`config.mk`:
```
export PLATFORM = sky130hd
export DESIGN_NAME = cacheline_adaptor_flat
export DESIGN_NICKNAME = d
export VERILOG_FILES = /design/src/rtl/cacheline_adaptor_pkg.sv /design/src/rtl/cacheline_adaptor_if.sv /design/src/rtl/cacheline_adaptor.sv /design/src/flat_wrapper.sv
export SDC_FILE = /design/constraint.sdc
export NUM_CORES = 1
export LEC_CHECK = 0
export ABC_CLOCK_PERIOD_IN_PS = 18600
export CAP_MARGIN = 20
export CORE_AREA = 3 3 275 277
export CTS_BUF_LIST = sky130_fd_sc_hd__clkbuf_4
export CTS_CLUSTER_SIZE = 25
export DETAILED_ROUTE_END_ITERATION = 10
export DIE_AREA = 0 0 278 280
export PLACE_DENSITY = 0.68
export SLEW_MARGIN = 40
export SYNTH_ARGS = -nofsm -noshare
export SYNTH_HDL_FRONTEND = slang
export SYNTH_SLANG_ARGS = --single-unit
```
`constraint.sdc`:
```
create_clock -name clk -period 18.6 [get_ports clk]
set_input_delay 3.72 -clock clk [delete_from_list [all_inputs] [get_ports clk]]
set_output_delay 3.72 -clock clk [all_outputs]
set_load 0.02 [all_outputs]
```
`src/rtl/cacheline_adaptor_pkg.sv`:
```
// cacheline_adaptor_pkg: shared widths and FSM state type for the cacheline adaptor
package cacheline_adaptor_pkg;
  localparam int BEATS    = 4;
  localparam int BEAT_W   = 64;
  localparam int LINE_W   = 256;
  localparam int OFFSET_W = 5;
  localparam int ADDR_W   = 32;
  typedef enum logic [1:0] {IDLE, RD, WR, DONE} cla_state_t;
endpackage

```
`src/rtl/cacheline_adaptor_if.sv`:
```
// cacheline_adaptor_if: cache-side line port and memory-side burst port bundled together
interface cacheline_adaptor_if;
  import cacheline_adaptor_pkg::*;
  logic [LINE_W-1:0] line_i;
  logic [LINE_W-1:0] line_o;
  logic [ADDR_W-1:0] address_i;
  logic [ADDR_W-1:0] address_o;
  logic              read_i;
  logic              write_i;
  logic              resp_o;
  logic [BEAT_W-1:0] burst_i;
  logic [BEAT_W-1:0] burst_o;
  logic              read_o;
  logic              write_o;
  logic              resp_i;
  modport slave (
    input  line_i, address_i, read_i, write_i, burst_i, resp_i,
    output line_o, address_o, resp_o, burst_o, read_o, write_o
  );
  modport master (
    output line_i, address_i, read_i, write_i, burst_i, resp_i,
    input  line_o, address_o, resp_o, burst_o, read_o, write_o
  );
endinterface

```
`src/rtl/cacheline_adaptor.sv`:
```
// cacheline_adaptor: 256-bit single-cycle line transfers <-> 4-beat 64-bit memory bursts
module cacheline_adaptor
  import cacheline_adaptor_pkg::*;
(
  input logic               clk,
  input logic               rst,
  cacheline_adaptor_if.slave bus
);
  cla_state_t        state_q;
  logic [1:0]        k_q;
  logic [LINE_W-1:0] line_q;
  logic [LINE_W-1:0] wbuf_q;
  logic [ADDR_W-1:0] addr_q;
  logic              rd_q;
  logic              wr_q;
  logic              resp_q;
  assign bus.line_o    = line_q;
  assign bus.address_o = addr_q;
  assign bus.read_o    = rd_q;
  assign bus.write_o   = wr_q;
  assign bus.resp_o    = resp_q;
  assign bus.burst_o   = wbuf_q[{k_q, 6'd0} +: BEAT_W];
  // Read wins when the cache (illegally) raises both strobes.
  always_ff @(posedge clk or posedge rst) begin
    if (rst) begin
      state_q <= IDLE;
      k_q     <= '0;
      line_q  <= '0;
      wbuf_q  <= '0;
      addr_q  <= '0;
      rd_q    <= 1'b0;
      wr_q    <= 1'b0;
      resp_q  <= 1'b0;
    end else begin
      case (state_q)
        IDLE: if (bus.read_i || bus.write_i) begin
          state_q <= bus.read_i ? RD : WR;
          rd_q    <= bus.read_i;
          wr_q    <= !bus.read_i;
          k_q     <= '0;
          addr_q  <= bus.address_i & ~ADDR_W'(LINE_W / 8 - 1);
          if (!bus.read_i) wbuf_q <= bus.line_i;
        end
        RD, WR: if (bus.resp_i) begin
          if (state_q == RD) line_q[{k_q, 6'd0} +: BEAT_W] <= bus.burst_i;
          k_q <= k_q + 2'd1;
          if (k_q == 2'(BEATS - 1)) begin
            state_q <= DONE;
            rd_q    <= 1'b0;
            wr_q    <= 1'b0;
            resp_q  <= 1'b1;
          end
        end
        DONE: begin
          resp_q  <= 1'b0;
          state_q <= IDLE;
        end
        default: state_q <= IDLE;
      endcase
    end
  end
endmodule

```
`src/flat_wrapper.sv`:
```
// flat-port wrapper written by rule: the top's interface ports become plain ports
module cacheline_adaptor_flat import cacheline_adaptor_pkg::*;
  (clk, rst, bus_line_i, bus_address_i, bus_read_i, bus_write_i, bus_burst_i, bus_resp_i, bus_line_o, bus_address_o, bus_resp_o, bus_burst_o, bus_read_o, bus_write_o);
  cacheline_adaptor_if bus_i ();
  input logic clk;
  input logic rst;
  input wire logic [$bits(bus_i.line_i)-1:0] bus_line_i;
  input wire logic [$bits(bus_i.address_i)-1:0] bus_address_i;
  input wire logic [$bits(bus_i.read_i)-1:0] bus_read_i;
  input wire logic [$bits(bus_i.write_i)-1:0] bus_write_i;
  input wire logic [$bits(bus_i.burst_i)-1:0] bus_burst_i;
  input wire logic [$bits(bus_i.resp_i)-1:0] bus_resp_i;
  output wire logic [$bits(bus_i.line_o)-1:0] bus_line_o;
  output wire logic [$bits(bus_i.address_o)-1:0] bus_address_o;
  output wire logic [$bits(bus_i.resp_o)-1:0] bus_resp_o;
  output wire logic [$bits(bus_i.burst_o)-1:0] bus_burst_o;
  output wire logic [$bits(bus_i.read_o)-1:0] bus_read_o;
  output wire logic [$bits(bus_i.write_o)-1:0] bus_write_o;
  assign bus_i.line_i = bus_line_i;
  assign bus_i.address_i = bus_address_i;
  assign bus_i.read_i = bus_read_i;
  assign bus_i.write_i = bus_write_i;
  assign bus_i.burst_i = bus_burst_i;
  assign bus_i.resp_i = bus_resp_i;
  assign bus_line_o = bus_i.line_o;
  assign bus_address_o = bus_i.address_o;
  assign bus_resp_o = bus_i.resp_o;
  assign bus_burst_o = bus_i.burst_o;
  assign bus_read_o = bus_i.read_o;
  assign bus_write_o = bus_i.write_o;
  cacheline_adaptor u_core (.clk(clk), .rst(rst), .bus(bus_i));
endmodule
```
## Word level (Yosys, flattened, before mapping)

Cells that the tools add are included.

- Reductions and logical operators: 13
- Shift-type cells: 3
- Mux-type cells: 18
- Order comparisons: 0
- Bitwise operators: 1
- Add/sub/neg operators: 2
- Equality and inequality tests: 7
- Divide/modulo/power cells: 0
- Multipliers: 0

Operators with widths:

| operator | number |
|---|---|
| bitwise mux 256 bit | 1 |
| variable shift 64 x 10 -> 256 bit, first input constant | 1 |
| indexed part select 256 x 9 -> 64 bit | 1 |
| indexed part select 64 x 10 -> 256 bit | 1 |
| AND reduction 3 bit | 5 |
| 2-to-1 mux 2 bit | 6 |
| negation 8 -> 10 bit | 1 |
| equality test 2 bit, second input constant | 3 |
| 2-to-1 mux 1 bit | 6 |
| one-hot mux 1 bit (2 select lines) | 3 |
| one-hot mux 2 bit (3 select lines) | 1 |
| inequality test 2 x 1 -> 1 bit, second input constant | 2 |
| one-hot mux 2 bit (2 select lines) | 1 |
| AND reduction 4 bit | 1 |
| nonzero test 2 bit | 2 |
| adder 2 x 1 -> 2 bit, second input constant | 1 |
| equality test 2 x 1 -> 1 bit, second input constant | 1 |
| zero test 2 bit | 1 |
| inequality test 2 bit, second input constant | 1 |
| AND reduction 2 bit | 1 |
| OR reduction 2 bit | 1 |
| zero test 1 bit | 1 |
| logical OR 1 bit | 1 |
| NOT 1 bit | 1 |

- Bits in latches: 0
- RAM bits: 0
- Output and inout port bits: 355
- Input bits: 357
- Flip-flop bits (word level): 546
- Bits in read-only memories: 0
- Word-level logic and storage cells: 52
- Memories kept: 0

## Logic depth before layout (Yosys ltp)

- Word-level depth: 4
- Depth in mapped cells: 10
- Gate-level depth less buffers: 5

## Worst setup path before layout

OpenSTA, ideal clock, no wires.

- Path kind: flip-flop to output port
- Start point: reg u_core.k_q[0]
- End point: out bus_burst_o[10]
- Buffers on the path: 3
- Cell stages (with the launch flop): 5
- Arrival time: 1.617 ns
- Slack: 13.263 ns
- Required time: 14.880 ns
- Path through: dfrtp_1 > buf_2 > buf_4 > buf_2 > mux4_2

- Longest elaborated chain between the ends: 1

Ends and longest elaborated chain:

| what | line | text |
|---|---|---|
| start: declaration | cacheline_adaptor.sv:10 | `logic [1:0] k_q;` |
| start signal: assignment | cacheline_adaptor.sv:46 | `k_q <= k_q + 2'd1;` |
| indexed part select 256 x 9 -> 64 bit | cacheline_adaptor.sv:22 | `assign bus.burst_o = wbuf_q[{k_q, 6'd0} +: BEAT_W];` |
| end: declaration | flat_wrapper.sv:16 | `output wire logic [$bits(bus_i.burst_o)-1:0] bus_burst_o;` |

No other way between the ends.

## Final worst setup path

- Start point: reg u_core.k_q[0]
- End point: out bus_burst_o[28]

The elaborated chain is that of the path after synthesis.

==> metrics.md <==
| Metric | Value |
|---|---|
| HP Start | `u_core.bus.line_o[103]` |
| Layout cells sized above 1 | `0.2561` |
| Slowest CP cell | `mux4_2` |
| Global routing met1 resource utilization | `0.1865` |
| Initial antenna violation count | `17` |
| Sequential share of power | `0.371` |
| EDFF count, synth | `0` |
| Slew headroom | `0.4569` |
| Yosys top cell area share | `0.6203` |
| Post-CTS Resized | `0` |
| CP required | `between 10 and 15 ns` |
| Post-detailed-route count of antenna-violating nets | `0` |
| Worst Path Arrival | `3.25 ns` |
| WS Path Type | `reg -> out` |
| Sw frac | `0.3394` |
| Worst VDD drop | `0.00008793 V` |
| Worst-Margin Slew | `slightly above 0.8 ns` |
| Crit path buf inv count | `2` |
| CP Depth | `3` |
| CP cell instances | `buf_6 > mux4_2 > clkdlybuf4s50_1` |
| Worst R2R End | `u_core.wbuf_q[5]` |
| Worst reg2reg path depth | `8` |
| Post-route cell area | `32080 um^2` |
| Global Route Usage Sum | `0.1788` |
| Met3 Track Usage GR | `0.08046` |
| Overflow after GRT | `0` |
| Synth Instances | `1580` |
| Number of I/O pins | `around 710` |
| Max Cap Viol | `0` |
| Minimum clock period | `approximately 7 ns` |
| Yosys cell types | `35` |
| Main synth FF type | `dfrtp_1` |
| Hold-critical path depth | `2` |
| Final setup fails | `0` |
| Drt wl/cell | `20.63 um` |
| CTS Sinks | `546` |
| CP endpoint kind | `output pin` |
| Level count of the clock H-tree | `4` |
| Slew Viols, Final | `0` |
| Final worst-path setup slack | `11.63 ns` |
| Status | `complete, no violations` |
| Placed cells | `3147` |
| # rows | `99` |
| Root buffer cell | `clkbuf_4` |
| Register area share after synthesis | `0.6203` |
| Area of the mapped netlist | `approximately 22000 um^2` |
| Leakage power | `13.56 nW` |
| Pint | `3.319 mW` |
| Filler Cell Count | `6615` |
| Gr busiest metal | `met2` |
| Period utilisation layout | `0.3745` |
| Area Overhead vs Synth | `45.66%` |
| Synth area leader | `dfrtp_1` |
| Post-CTS Repair Setup Buffers | `0` |
| RR Startpoint | `u_core.state_q[0]` |
| Max incr delay on CP | `between 0.6 and 0.7 ns` |
| # hold bufs at CTS | `0` |
| Vias/cell | `4.753` |
| Yosys warns | `0` |
| CTS tree | `yes` |
| TritonCTS Buffers | `148` |
| Worst min path class | `reg -> reg` |
| # DRC | `0` |
| Nets@finish | `2707` |
| DRT Pass-1 Iters | `5` |
| Pwr dens | `156.6 nW/um^2` |
| Finished Core Util | `0.4390` |
| Clk slew on worst S/H paths | `0.07 ns` |
| Port Buffers | `between 700 and 800` |
| Logic pwr share | `0.409` |
| Layout Skew | `about 0.036 ns` |
| Met2 usage | `0.3128` |
| Hpwl dp | `50670 um` |
| Vias in the first global route | `17620` |
| Via Count | `between 15000 and 20000` |
| Setup_tns | `0 ns` |
| Die Y | `about 280 um` |
| Core Area | `73080 um^2` |
| Sw Pwr | `1.706 mW` |
| RSZ-0062 raised after global routing | `no` |
| Delay-heaviest family, CP | `buffers and inverters` |
| Commonest cells in the netlist | `546 x dfrtp_1, 283 x mux2_2, 256 x nand2_1` |
| DIE AREA | `77840 um^2` |
| Fmax | `143.6 MHz` |
| Die X | `278 um` |
| Pre-CTS setup slack | `11.02 ns` |
| Worst-path maximum fanout | `36` |
| Wirelength, routed | `70440 um` |
| Initial core utilization | `0.3014` |
| Worst-Skew Late Latency | `0.91 ns` |
| Clk buf depth | `3` |
| Largest net degree at the start of global routing | `approximately 110` |
| Critical Path Source Type | `flip-flop` |
| Most common cell in the netlist | `dfrtp_1` |
| Clock power frac | `0.219` |
| Final hold violations | `0` |
| Hold worst-path end | `u_core.bus.line_o[103]` |
| Placement Cell Area | `30050 um^2` |
| Largest cells by area after synthesis | `dfrtp_1 62%, mux2_2 14%, mux4_2 6.5%` |
| R2R Setup Slk | `14.76 ns` |
| Finished Layout Cells | `3415` |
| Ys async rst share | `1.000` |
| Detailed Route Iter0 Violations | `approximately 790` |
| Syn Area/Cell | `13.94 um^2` |
| GPL Wtd Cong | `0.8209` |
| First-pass GRT wire length | `approximately 110000 um` |
| Synth Register Bits | `546` |
## sequential cells by signal (all words and copies together), names as in the netlist
| name | cells |
|---|---|
| u_core.k_q | 2 |
| u_core.state_q | 2 |
| u_core.bus.line_o | 256 |
| u_core.wbuf_q | 256 |
| u_core.bus.write_o | 1 |
| u_core.bus.read_o | 1 |
| u_core.bus.address_o | 27 |
| u_core.bus.resp_o | 1 |
## per-stage QoR
step | power [mW] | hold slack, ns
floorplan | 3.003 | 0.4739
global placement | 3.879 | 0.4632
detailed placement | 3.954 | 0.4687
CTS | 5.098 | 0.4827
global route | 5.323 | 0.4940
finish | 5.025 | 0.4771
## worst max-delay path by stage
stage / startpoint / to / slack, ns
after floorplan: rst / u_core.bus.address_o[10] / 7.45
after global placement: bus_read_i / u_core.wbuf_q[126] / 10.05
after detailed placement: bus_read_i / u_core.wbuf_q[5] / 11.02
after CTS: u_core.k_q[0] / bus_burst_o[28] / 10.67
after global routing: u_core.k_q[0] / bus_burst_o[28] / 11.29
final: u_core.k_q[0] / bus_burst_o[28] / 11.63
## power by group through the flow
| stage | sequential (mW) | clock [mW] | combinational (mW) |
|---|---|---|---|
| global placement | 1.87 | 0 | 2.01 |
| CTS | 1.88 | 1.15 | 2.06 |
| floorplan | 1.99 | 0 | 1.02 |
| finish | 1.87 | 1.10 | 2.06 |
| global route | 1.91 | 1.22 | 2.19 |
| detailed placement | 1.90 | 0 | 2.05 |
## cells by family (layout without fill, tap and decap cells)
family,count (synthesis),in the layout,share of synthesized area
other,1,13,0.0001703
adders and majority gates,9,9,0.005113
muxes,349,349,0.2110
buffers and inverters,126,990,0.02818
DFF,546,546,0.6203
AOI/OAI and AO/OA,270,270,0.08396
and+or+nand+nor,279,279,0.05118
## layer usage
metal	wire length (um)	part of all wire
met5	29	0.00041
met4	2022	0.029
met1	24930	0.35
met2	36050	0.51
met3	7404	0.11
## area by class of cell
cell class	count	area [um^2]	share of cell area
diodes	8	20.02	0.0006240
clock buffers	225	1689	0.05265
clock inverters	32	246.5	0.007683
inverters	5	22.52	0.0007020
multi-input cells	912	7839	0.2443
flip-flops and latches	546	13670	0.4261
well taps	959	1200	0.03740
repair buffers	728	7395	0.2305
## placed cells by master, fill, tap and decap left out, drive strengths merged, types with 9 or more instances in the layout
cell	n
ha	9
buf	27
dfrtp	546
clkinv	21
a22o	128
mux4	64
nand2	256
clkdlybuf4s50	701
clkbuf	225
mux2	283
o21ai	135
## worst register-to-register path, cell delays in order, from the launching register on
cell      delay, ns
dfrtp_1        0.39
inv_1          0.06
ha_1           0.35
nand3b_1       0.24
buf_4          0.25
buf_6          0.51
buf_6          0.66
buf_6          0.78
mux2_2         0.48
(Power assumes the default switching activity.)
==> patch: new RTL, same flow settings <==
The 4 states of `cla_state_t` get a one-hot encoding in 4 bits.
--- a/src/rtl/cacheline_adaptor_pkg.sv
+++ b/src/rtl/cacheline_adaptor_pkg.sv
@@ -7,3 +7,3 @@
   localparam int ADDR_W   = 32;
-  typedef enum logic [1:0] {IDLE, RD, WR, DONE} cla_state_t;
+  typedef enum logic [3:0] {IDLE = 4'b0001, RD = 4'b0010, WR = 4'b0100, DONE = 4'b1000} cla_state_t;
 endpackage
Function: same outputs for any inputs over 4 cycles, from zero or initial values and one cycle with rst high; so few cycles prove little.
==> patch against the unedited design <==
- final area is 5.5% higher
- total power is 3.4% higher
- routed wire length is 6.3% higher
- maximum frequency is 7.5% lower
- final cell count is 7.6% higher
- sequential cell count is 2 higher
- synthesized area is 8.2% higher
- worst setup slack worse by 0.56 ns
- largest cell class unchanged
==> patch: results (changes against the unedited design) <==
stage;metric;value;unit;change
timing;clock skew;0.05352;ns;was 0.03573 ns
worst_setup_path;r2r worst-path depth;6;;was 8
placement;pre-CTS WS;11.43;ns;was 11.02 ns
status;status;finished clean;;unchanged
worst_setup_path;reg2reg setup slack;15.02;ns;was 14.76 ns
worst_setup_path;Worst R2R End;u_core.wbuf_q[243];;was u_core.wbuf_q[5]
final_layout;Area growth syn-to-layout;42.05;%;was 45.66%
worst_hold_path;hold_sp;u_core.wbuf_q[177];;was u_core.bus.line_o[103]
worst_setup_path;worst r2r src;u_core.state_q[0];;unchanged
placement;placed cell count;3406;;was 3,147
pwr;Power Sequential;1.95;mW;was 1.87 mW
grt;vias in the first global route;18872;;was 17,616
synth;Cells after Synth;1822;;was 1,580
detailed_routing;Post-Route WL;74900;µm;was 70,440 µm
synth;post-synthesis async set-or-reset flop share;1.000;;unchanged
pwr;Lkg Pwr;16.66;nW;was 13.56 nW
final_layout;Layout Nets;2965;;was 2,707
synth;top cells by count, synth;547 x dfrtp_1, 260 x inv_1, 260 x nand2_1, 256 x mux2i_1, 229 x mux2_1;;was 546 x dfrtp_1, 283 x mux2_2, 256 x nand2_1, 134 x o21ai_0, 128 x a22o_1
detailed_routing;Detailed Routing Iterations Pass 1;4;;was 5
placement;gpl congestion;0.8451;;was 0.8209
synth;Unique masters post-synth;34;;was 35
synth;xor and xnor area share after synthesis;0.0003675;;was 0
clock_network;CTS Buf Count;153;;was 148
grt;global-route wire length before repair;113600;µm;was 106,700 µm
synth;post-synthesis adder-cell area fraction;0.003150;;was 0.005113
pwr;Max VDD drop;91.92;µV;was 87.93 µV
pwr;Int Pwr;3.362;mW;was 3.319 mW
detailed_routing;via count;16918;;was 16,232
clock_network;clock slew at the register clock pins of the worst setup and hold paths;0.06;ns;
grt;Total Routing Usage GR;0.1911;;was 0.1788
worst_setup_path;top fanout value on the critical path;28;;was 36
worst_hold_path;hold depth;1;;was 2
synth;Synth Area in Compound Gates;0.003570;;was 0.08396
pwr;clock share of power;0.214;;was 0.219
grt;pin count of the biggest net entering global routing;99;;was 105
synth;synth top area cells;dfrtp_1 57%, mux2_1 11%, mux2i_1 11%;;was dfrtp_1 62%, mux2_2 14%, mux4_2 6.5%
timing;hold slack;0.4783;ns;was 0.4771 ns
synth;Seq/Total Area, Yosys;0.5754;;was 0.6203
worst_hold_path;WHS Endpoint;u_core.wbuf_q[177];;was u_core.bus.line_o[103]
synth;post-synthesis mux area share;0.3017;;was 0.2110
worst_setup_path;CP arrival;3.81;ns;was 3.25 ns
final_layout;layout cell share with drive strength beyond 1;0.1498;;was 0.2561
pwr;switch share;0.3532;;was 0.3394
timing;Least-Margin Pin Slew;0.8076;ns;was 0.8147 ns
detailed_routing;DR iter-0 viols;827;;was 786
placement;placed cell areas;31860;µm²;was 30,050 µm²
placement;HPWL after DPL;53490;µm;was 50,670 µm
-- patch: cell count changes after synthesis, sizes merged, moves of 3 or more --
| cell | change |
|---|---|
| o21ai | -133 |
| a22o | -128 |
| clkbuf | +11 |
| inv | +255 |
| ha | -3 |
| mux2i | +254 |
| buf | -23 |
| nand3b | -3 |
| nand2 | +4 |
| nand3 | -6 |
| nor2 | +4 |
-- patch: how the worst max path moves through the flow --
stage	startpoint	to	slack, ns	cells after the start
2_1_floorplan	rst	u_core.bus.address_o[10]	7.42	1
3_3_place_gp	rst	u_core.wbuf_q[5]	11.53	5
5_1_grt	u_core.k_q[0]	bus_burst_o[49]	10.76	4
6_report	u_core.k_q[0]	bus_burst_o[62]	11.07	4
4_1_cts	u_core.k_q[0]	bus_burst_o[62]	10.80	4
3_5_place_dp	rst	u_core.wbuf_q[5]	11.43	6
-- patch: layout make-up --
| type | instances | area share |
|---|---|---|
| flip-flops and latches | 548 | 0.4053 |
| multi-input cells | 909 | 0.2527 |
| repair buffers | 730 | 0.2191 |
| clock buffers | 234 | 0.05189 |
| well taps | 959 | 0.03544 |
| inverters | 260 | 0.02894 |
| clock inverters | 29 | 0.006061 |
| diodes | 7 | 0.0005174 |
-- patch: critical path: stages (launching register included) --
cell and delay (ns):
dfrtp_4 0.73, buf_12 0.29, buf_4 0.55, mux4_2 0.59, clkdlybuf4s50_1 0.68
-- patch: per-layer routing --
layer / up-vias / part of all wire / track usage / wire, µm
met1: 8422 / 0.38 / 0.2094 / 28360
met5: - / 0.0015 / 0 / 115
li1: 7650 / - / - / -
met2: 673 / 0.49 / 0.3217 / 36510
met4: 16 / 0.035 / 0.08312 / 2605
met3: 157 / 0.098 / 0.08529 / 7306
